$ cat src/rtl/bram_pkg.sv
// Shared definitions for the BRAM read-stream path.
package bram_pkg;

  localparam int unsigned DATA_W_DEF = 8;
  localparam int unsigned ADDR_W_DEF = 5;
  localparam int unsigned SUM_W_DEF  = DATA_W_DEF + ADDR_W_DEF;

  // Highest address of a frame at the default address width.
  localparam logic [ADDR_W_DEF-1:0] FRAME_LAST = ADDR_W_DEF'((1 << ADDR_W_DEF) - 1);

  // One stream word at default widths.
  typedef struct packed {
    logic [DATA_W_DEF-1:0] data;
    logic [ADDR_W_DEF-1:0] addr;
  } stream_word_t;

endpackage

$ cat src/rtl/sync_fifo.sv
// Small synchronous FIFO with occupancy count; output forced to zero when empty.
module sync_fifo #(
  parameter int unsigned WIDTH = 13,
  parameter int unsigned DEPTH = 4
) (
  input  logic                     clk,
  input  logic                     rst,
  input  logic                     i_push,
  input  logic                     i_pop,
  input  logic [WIDTH-1:0]         i_wdata,
  output logic [WIDTH-1:0]         o_rdata,
  output logic                     o_full,
  output logic                     o_empty,
  output logic [$clog2(DEPTH):0]   o_level
);

  localparam int unsigned AW = $clog2(DEPTH);
  localparam int unsigned LW = AW + 1;

  logic [WIDTH-1:0] r_mem [DEPTH];
  logic [AW-1:0]    r_wr_ptr;
  logic [AW-1:0]    r_rd_ptr;
  logic [LW-1:0]    r_count;

  logic w_pop_ok;
  logic w_push_ok;

  assign o_full    = (r_count == LW'(DEPTH));
  assign o_empty   = (r_count == '0);
  assign o_level   = r_count;
  assign w_pop_ok  = i_pop && !o_empty;
  // A push into a full FIFO is only taken when a pop frees a slot the same cycle.
  assign w_push_ok = i_push && (!o_full || w_pop_ok);
  assign o_rdata   = o_empty ? '0 : r_mem[r_rd_ptr];

  // Pointer and occupancy update.
  always_ff @(posedge clk) begin
    if (rst) begin
      r_wr_ptr <= '0;
      r_rd_ptr <= '0;
      r_count  <= '0;
    end else begin
      if (w_push_ok) r_wr_ptr <= r_wr_ptr + AW'(1);
      if (w_pop_ok)  r_rd_ptr <= r_rd_ptr + AW'(1);
      r_count <= r_count + LW'(w_push_ok) - LW'(w_pop_ok);
    end
  end

  // Storage write; contents need no reset since reads are gated by empty.
  always_ff @(posedge clk) begin
    if (w_push_ok) r_mem[r_wr_ptr] <= i_wdata;
  end

endmodule

$ cat src/rtl/bram_read_stream.sv
// Realigns BRAM read data with its address, streams it through a FIFO,
// keeps a per-frame checksum and flags dropped words.
module bram_read_stream
  import bram_pkg::*;
#(
  parameter int unsigned DATA_W     = DATA_W_DEF,
  parameter int unsigned ADDR_W     = ADDR_W_DEF,
  parameter int unsigned RD_LAT     = 1,
  parameter int unsigned FIFO_DEPTH = 4
) (
  input  logic                        clk,
  input  logic                        rst,
  input  logic                        ena,
  input  logic                        wea,
  input  logic [ADDR_W-1:0]           addra,
  input  logic [DATA_W-1:0]           douta,
  output logic                        m_valid,
  input  logic                        m_ready,
  output logic [DATA_W-1:0]           m_data,
  output logic [ADDR_W-1:0]           m_addr,
  output logic                        m_last,
  output logic [DATA_W+ADDR_W-1:0]    frame_sum,
  output logic                        frame_sum_valid,
  output logic                        overflow,
  output logic [$clog2(FIFO_DEPTH):0] fifo_level
);

  localparam int unsigned SUM_W = DATA_W + ADDR_W;
  localparam logic [ADDR_W-1:0] LAST_ADDR = '1;

  typedef struct packed {
    logic [DATA_W-1:0] data;
    logic [ADDR_W-1:0] addr;
  } word_t;

  logic [RD_LAT-1:0] r_tag_vld;
  logic [ADDR_W-1:0] r_tag_addr [RD_LAT];
  logic [SUM_W-1:0]  r_acc;
  logic [SUM_W-1:0]  r_frame_sum;
  logic              r_frame_sum_valid;
  logic              r_overflow;

  logic              w_push;
  logic [ADDR_W-1:0] w_push_addr;
  logic              w_pop;
  logic              w_full;
  logic              w_empty;
  logic              w_drop;
  logic              w_frame_end;
  logic [SUM_W-1:0]  w_sum_next;
  word_t             w_wword;
  word_t             w_rword;

  // Tag pipeline: carries read-issue valid and address across the BRAM latency.
  always_ff @(posedge clk) begin
    if (rst) begin
      r_tag_vld <= '0;
      for (int unsigned i = 0; i < RD_LAT; i++) r_tag_addr[i] <= '0;
    end else begin
      r_tag_vld[0]  <= ena && !wea;
      r_tag_addr[0] <= addra;
      for (int unsigned i = 1; i < RD_LAT; i++) begin
        r_tag_vld[i]  <= r_tag_vld[i-1];
        r_tag_addr[i] <= r_tag_addr[i-1];
      end
    end
  end

  assign w_push       = r_tag_vld[RD_LAT-1];
  assign w_push_addr  = r_tag_addr[RD_LAT-1];
  assign w_pop        = !w_empty && m_ready;
  assign w_drop       = w_push && w_full && !w_pop;
  assign w_frame_end  = w_push && (w_push_addr == LAST_ADDR);
  assign w_sum_next   = r_acc + SUM_W'(douta);
  assign w_wword.data = douta;
  assign w_wword.addr = w_push_addr;

  sync_fifo #(
    .WIDTH (SUM_W),
    .DEPTH (FIFO_DEPTH)
  ) u_fifo (
    .clk     (clk),
    .rst     (rst),
    .i_push  (w_push),
    .i_pop   (w_pop),
    .i_wdata (w_wword),
    .o_rdata (w_rword),
    .o_full  (w_full),
    .o_empty (w_empty),
    .o_level (fifo_level)
  );

  // Checksum over every push attempt, dropped words included; frame closes on max address.
  always_ff @(posedge clk) begin
    if (rst) begin
      r_acc             <= '0;
      r_frame_sum       <= '0;
      r_frame_sum_valid <= 1'b0;
    end else begin
      r_frame_sum_valid <= 1'b0;
      if (w_push) begin
        if (w_frame_end) begin
          r_frame_sum       <= w_sum_next;
          r_frame_sum_valid <= 1'b1;
          r_acc             <= '0;
        end else begin
          r_acc <= w_sum_next;
        end
      end
    end
  end

  // Sticky loss flag: set when a push meets a full FIFO with no pop.
  always_ff @(posedge clk) begin
    if (rst)         r_overflow <= 1'b0;
    else if (w_drop) r_overflow <= 1'b1;
  end

  assign m_valid         = !w_empty;
  assign m_data          = w_rword.data;
  assign m_addr          = w_rword.addr;
  assign m_last          = m_valid && (w_rword.addr == LAST_ADDR);
  assign frame_sum       = r_frame_sum;
  assign frame_sum_valid = r_frame_sum_valid;
  assign overflow        = r_overflow;

endmodule

$ cat config.mk
export PLATFORM = sky130hd
export DESIGN_NAME = bram_read_stream
export DESIGN_NICKNAME = d
export VERILOG_FILES = /design/src/rtl/bram_pkg.sv /design/src/rtl/sync_fifo.sv /design/src/rtl/bram_read_stream.sv
export SDC_FILE = /design/constraint.sdc
export NUM_CORES = 1
export LEC_CHECK = 0
export ABC_CLOCK_PERIOD_IN_PS = 2400
export BUFFER_PORTS_ARGS = -buffer_cell sky130_fd_sc_hd__buf_2
export CAP_MARGIN = 0
export CELL_PAD_IN_SITES_DETAIL_PLACEMENT = 1
export CELL_PAD_IN_SITES_GLOBAL_PLACEMENT = 2
export CORE_ASPECT_RATIO = 1.75
export CORE_MARGIN = 1.5
export CORE_UTILIZATION = 39
export CTS_CLUSTER_DIAMETER = 150
export DETAILED_ROUTE_END_ITERATION = 6
export HOLD_SLACK_MARGIN = 0.08
export PLACE_DENSITY = 0.81
export SYNTH_ARGS = -nofsm -noshare
export SYNTH_HDL_FRONTEND = slang
export SYNTH_SLANG_ARGS = --single-unit
$ cat constraint.sdc
create_clock -name clk -period 2.4 [get_ports clk]
set_input_delay 0.12 -clock clk [delete_from_list [all_inputs] [get_ports clk]]
set_output_delay 0.12 -clock clk [all_outputs]
set_load 0.02 [all_outputs]
==> results_dict.tcl <==
set metrics [dict create \
    insertedDiodeCount 0 \
    cts.htree.levels 3 \
    die_h_um 140.6 \
    timing.critical_path.buf_inv 2 \
    drv_slew 0 \
    core_area_um2 10640 \
    hp-class "in -> reg" \
    cts_tree "built" \
    detail-route-antenna-nets 0 \
    grt_pass1_vias 3051 \
    postCtsSetupBuffers 0 \
    multi_input_area_um2 1675 \
    powerDensity_nw_per_um2 844.5 \
    fin_area_um2 5067 \
    yosysTopAreaCell "edfxtp_1" \
    max_slew.worst_pin.slew_ps 709.0 \
    clk_latency_ps 340 \
    place.gp.congestion 0.8159 \
    num_vias 2890 \
    fin_setup_tns_ps 0 \
    ys_top_cells_by_area "edfxtp_1, dfxtp_1, mux4_2" \
    antenna_found_initial 0 \
    drt-pass1-iter-count 4 \
    fin_crit_ps 2263 \
    overflow 0 \
    cpPeakStageDelay_ps 530 \
    holdPathStages 4 \
    hold_violations 0 \
    drive_above_1_share_pct 24.10 \
    routed_wl_mm 9.376 \
    syn_to_final_growth_pct 20.07 \
    io_buffers 50 \
    start_util_pct 39.68 \
    fmax_ghz 0.4420 \
    drt_iter0_drc 153 \
    n_fill_cell 1168 \
    seq_area_um2 2422 \
    cts_root_buf "clkbuf_16" \
    post_dp_cell_area_um2 4609 \
    start_kind "input pin" \
    rsz0062_at_grt "false" \
    leakage_nw 1.883 \
    cp_num_cells 8 \
    die-area_um2 11480 \
    endpoint_kind "register" \
    grt_pass1_wl_mm 15.45 \
    synth_fp_nets 379 \
    ys.flop_type "edfxtp_1" \
    status "completed" \
    avgViaCountPerCell 5.303 \
    slowest_stage "dlygate4sd3_1" \
    r2r_cells 8 \
    required_ps 2670 \
    post-synth-top-count-cell "edfxtp_1" \
    final_net_count 444 \
    avgSynthCellArea_um2 12.23 \
    row_count 50 \
    ir_drop_uv 485.4 \
    fin_skew_ps 8.561 \
    relSlewSlack_pct 52.73 \
    wl_per_cell_um 17.20 \
    clock_sinks 95 \
    yosysTopAreaCellShare_pct 37.00 \
    drv_cap 0 \
    drc 0 \
    grt_max_degree 28 \
    path_clk_slew_ps 70 \
    numCtsBuffers 9 \
    yosysSeqAreaShare_pct 57.40 \
    ys_ff_latch 95 \
    setup_viol 0 \
    ios 51 \
    yosysUniqueCellTypes 53 \
    post-dp-hpwl_mm 6.624 \
    synthArstFlopShare_pct 0 \
    synth-edff-count 52 \
    arrival_ps 2530 \
    path_cells "dlygate4sd3_1 > buf_2 > ha_1 > a211oi_1 > o21ai_1 > a41oi_2 > mux2_2 > a21oi_1" \
    clock_tree.buffer_depth 2 \
    placedCellCount 514 \
    grt_usage_pct 18.04 \
    ys_top_cells_by_count "edfxtp_1, dfxtp_1, nand2_1, and2_1, a21oi_1" \
    cp_top_family "compound AO/OA/AOI/OAI gates" \
    critPathKind "in -> reg" \
    netlist_instances 345 \
    fin_util_pct 47.65 \
    fp.dieW_um 81.64 \
    fin_crit_sh_pct 94.27 \
    netlist_area_um2 4220 \
    fin_cells 545 \
    path_max_fanout 6 \
    synth_warnings 0 \
]
metrics by stage:
step / total power, mW / hold WS [ps] / worst slack [ps]
after floorplan: 2.596 / 196.1 / 199.6
after global placement: 2.886 / 285.8 / 175.0
after detailed placement: 2.911 / 288.6 / 176.4
after CTS: 4.346 / 148.7 / 68.11
after global routing: 4.492 / 203.9 / 3.932
final: 4.280 / 160.4 / 137.5
cell families after synthesis:
family          after synthesis  share of synthesized area, %
mux                          18                         7.886
flops                        95                         57.40
simple gates                121                         15.62
compound gates               55                         8.687
fa+ha+maj                    16                         5.099
buf+inv                      30                         3.232
xor+xnor                     10                         2.075
final timing paths:
kind                             startpoint                    endpoint  slack, ps
setup / recovery                   douta[1]       r_acc[9]$_SDFFE_PP0P_        140
hold reg to reg   frame_sum[2]$_SDFFE_PP0P_   frame_sum[2]$_SDFFE_PP0P_        450
hold / removal                      m_ready       overflow$_SDFFE_PP0P_        160
setup reg to reg      r_acc[0]$_SDFFE_PP0P_  frame_sum[10]$_SDFFE_PP0P_        180
power by group:
part	switching [mW]	internal [mW]	leakage, nW
Sequential	0.0544	1.78	0.822
Combinational	0.576	0.460	0.917
Clock	0.598	0.807	0.144
Total	1.23	3.05	1.88
cell usage in the layout (no fill, tap or decap), drive strengths merged, types with 7 or more instances in the layout:
| cell type | netlist | routed |
|---|---|---|
| a21oi | 19 | 19 |
| and2 | 19 | 19 |
| buf | 9 | 61 |
| clkbuf | 13 | 9 |
| dfxtp | 43 | 43 |
| dlygate4sd3 | 0 | 15 |
| edfxtp | 52 | 52 |
| ha | 14 | 14 |
| inv | 8 | 10 |
| mux4 | 12 | 12 |
| nand2 | 26 | 26 |
| nand2b | 10 | 10 |
| nand3 | 11 | 11 |
| nor2 | 15 | 15 |
| nor2b | 9 | 9 |
| o21ai | 8 | 8 |
| or3 | 7 | 7 |
area by class of cell:
| type | instances | area share, % |
|---|---|---|
| sequential | 95 | 47.80 |
| clock inverter | 7 | 1.358 |
| tap | 130 | 3.210 |
| inverter | 8 | 0.5926 |
| multi-input combinational | 220 | 33.06 |
| timing repair buffer | 76 | 9.531 |
| clock buffer | 9 | 4.444 |
tightest hold or removal path, delay by kind of cell:
family	cells	cell delay (ps)
compound gates	1	140
buf+inv	1	90
simple gates	2	100
state kept, by name, summed over array words and instances (netlist names), named ones only:
signal           cells
r_acc               13
frame_sum           13
u_fifo.r_mem        52
r_tag_addr           5
u_fifo.r_wr_ptr      2
frame_sum_valid      1
u_fifo.r_rd_ptr      2
overflow             1
r_tag_vld            1
u_fifo.o_level       3
routing by layer:
layer	track usage [%]	vias to the layer above	part of all wire (%)
met4	7.583	0	3.0
met1	19.76	1435	39
met3	3.301	19	2.4
li1	-	1394	-
met5	0	-	0
met2	32.93	42	56
repair_timing:
action                     in CTS  in global routing
gates resized for setup         0                  5
hold endpoints to repair       38                  0
hold buffers                   15                  0
setup endpoints to repair       0                  3
Note: power is estimated with default switching activity, not from simulation.
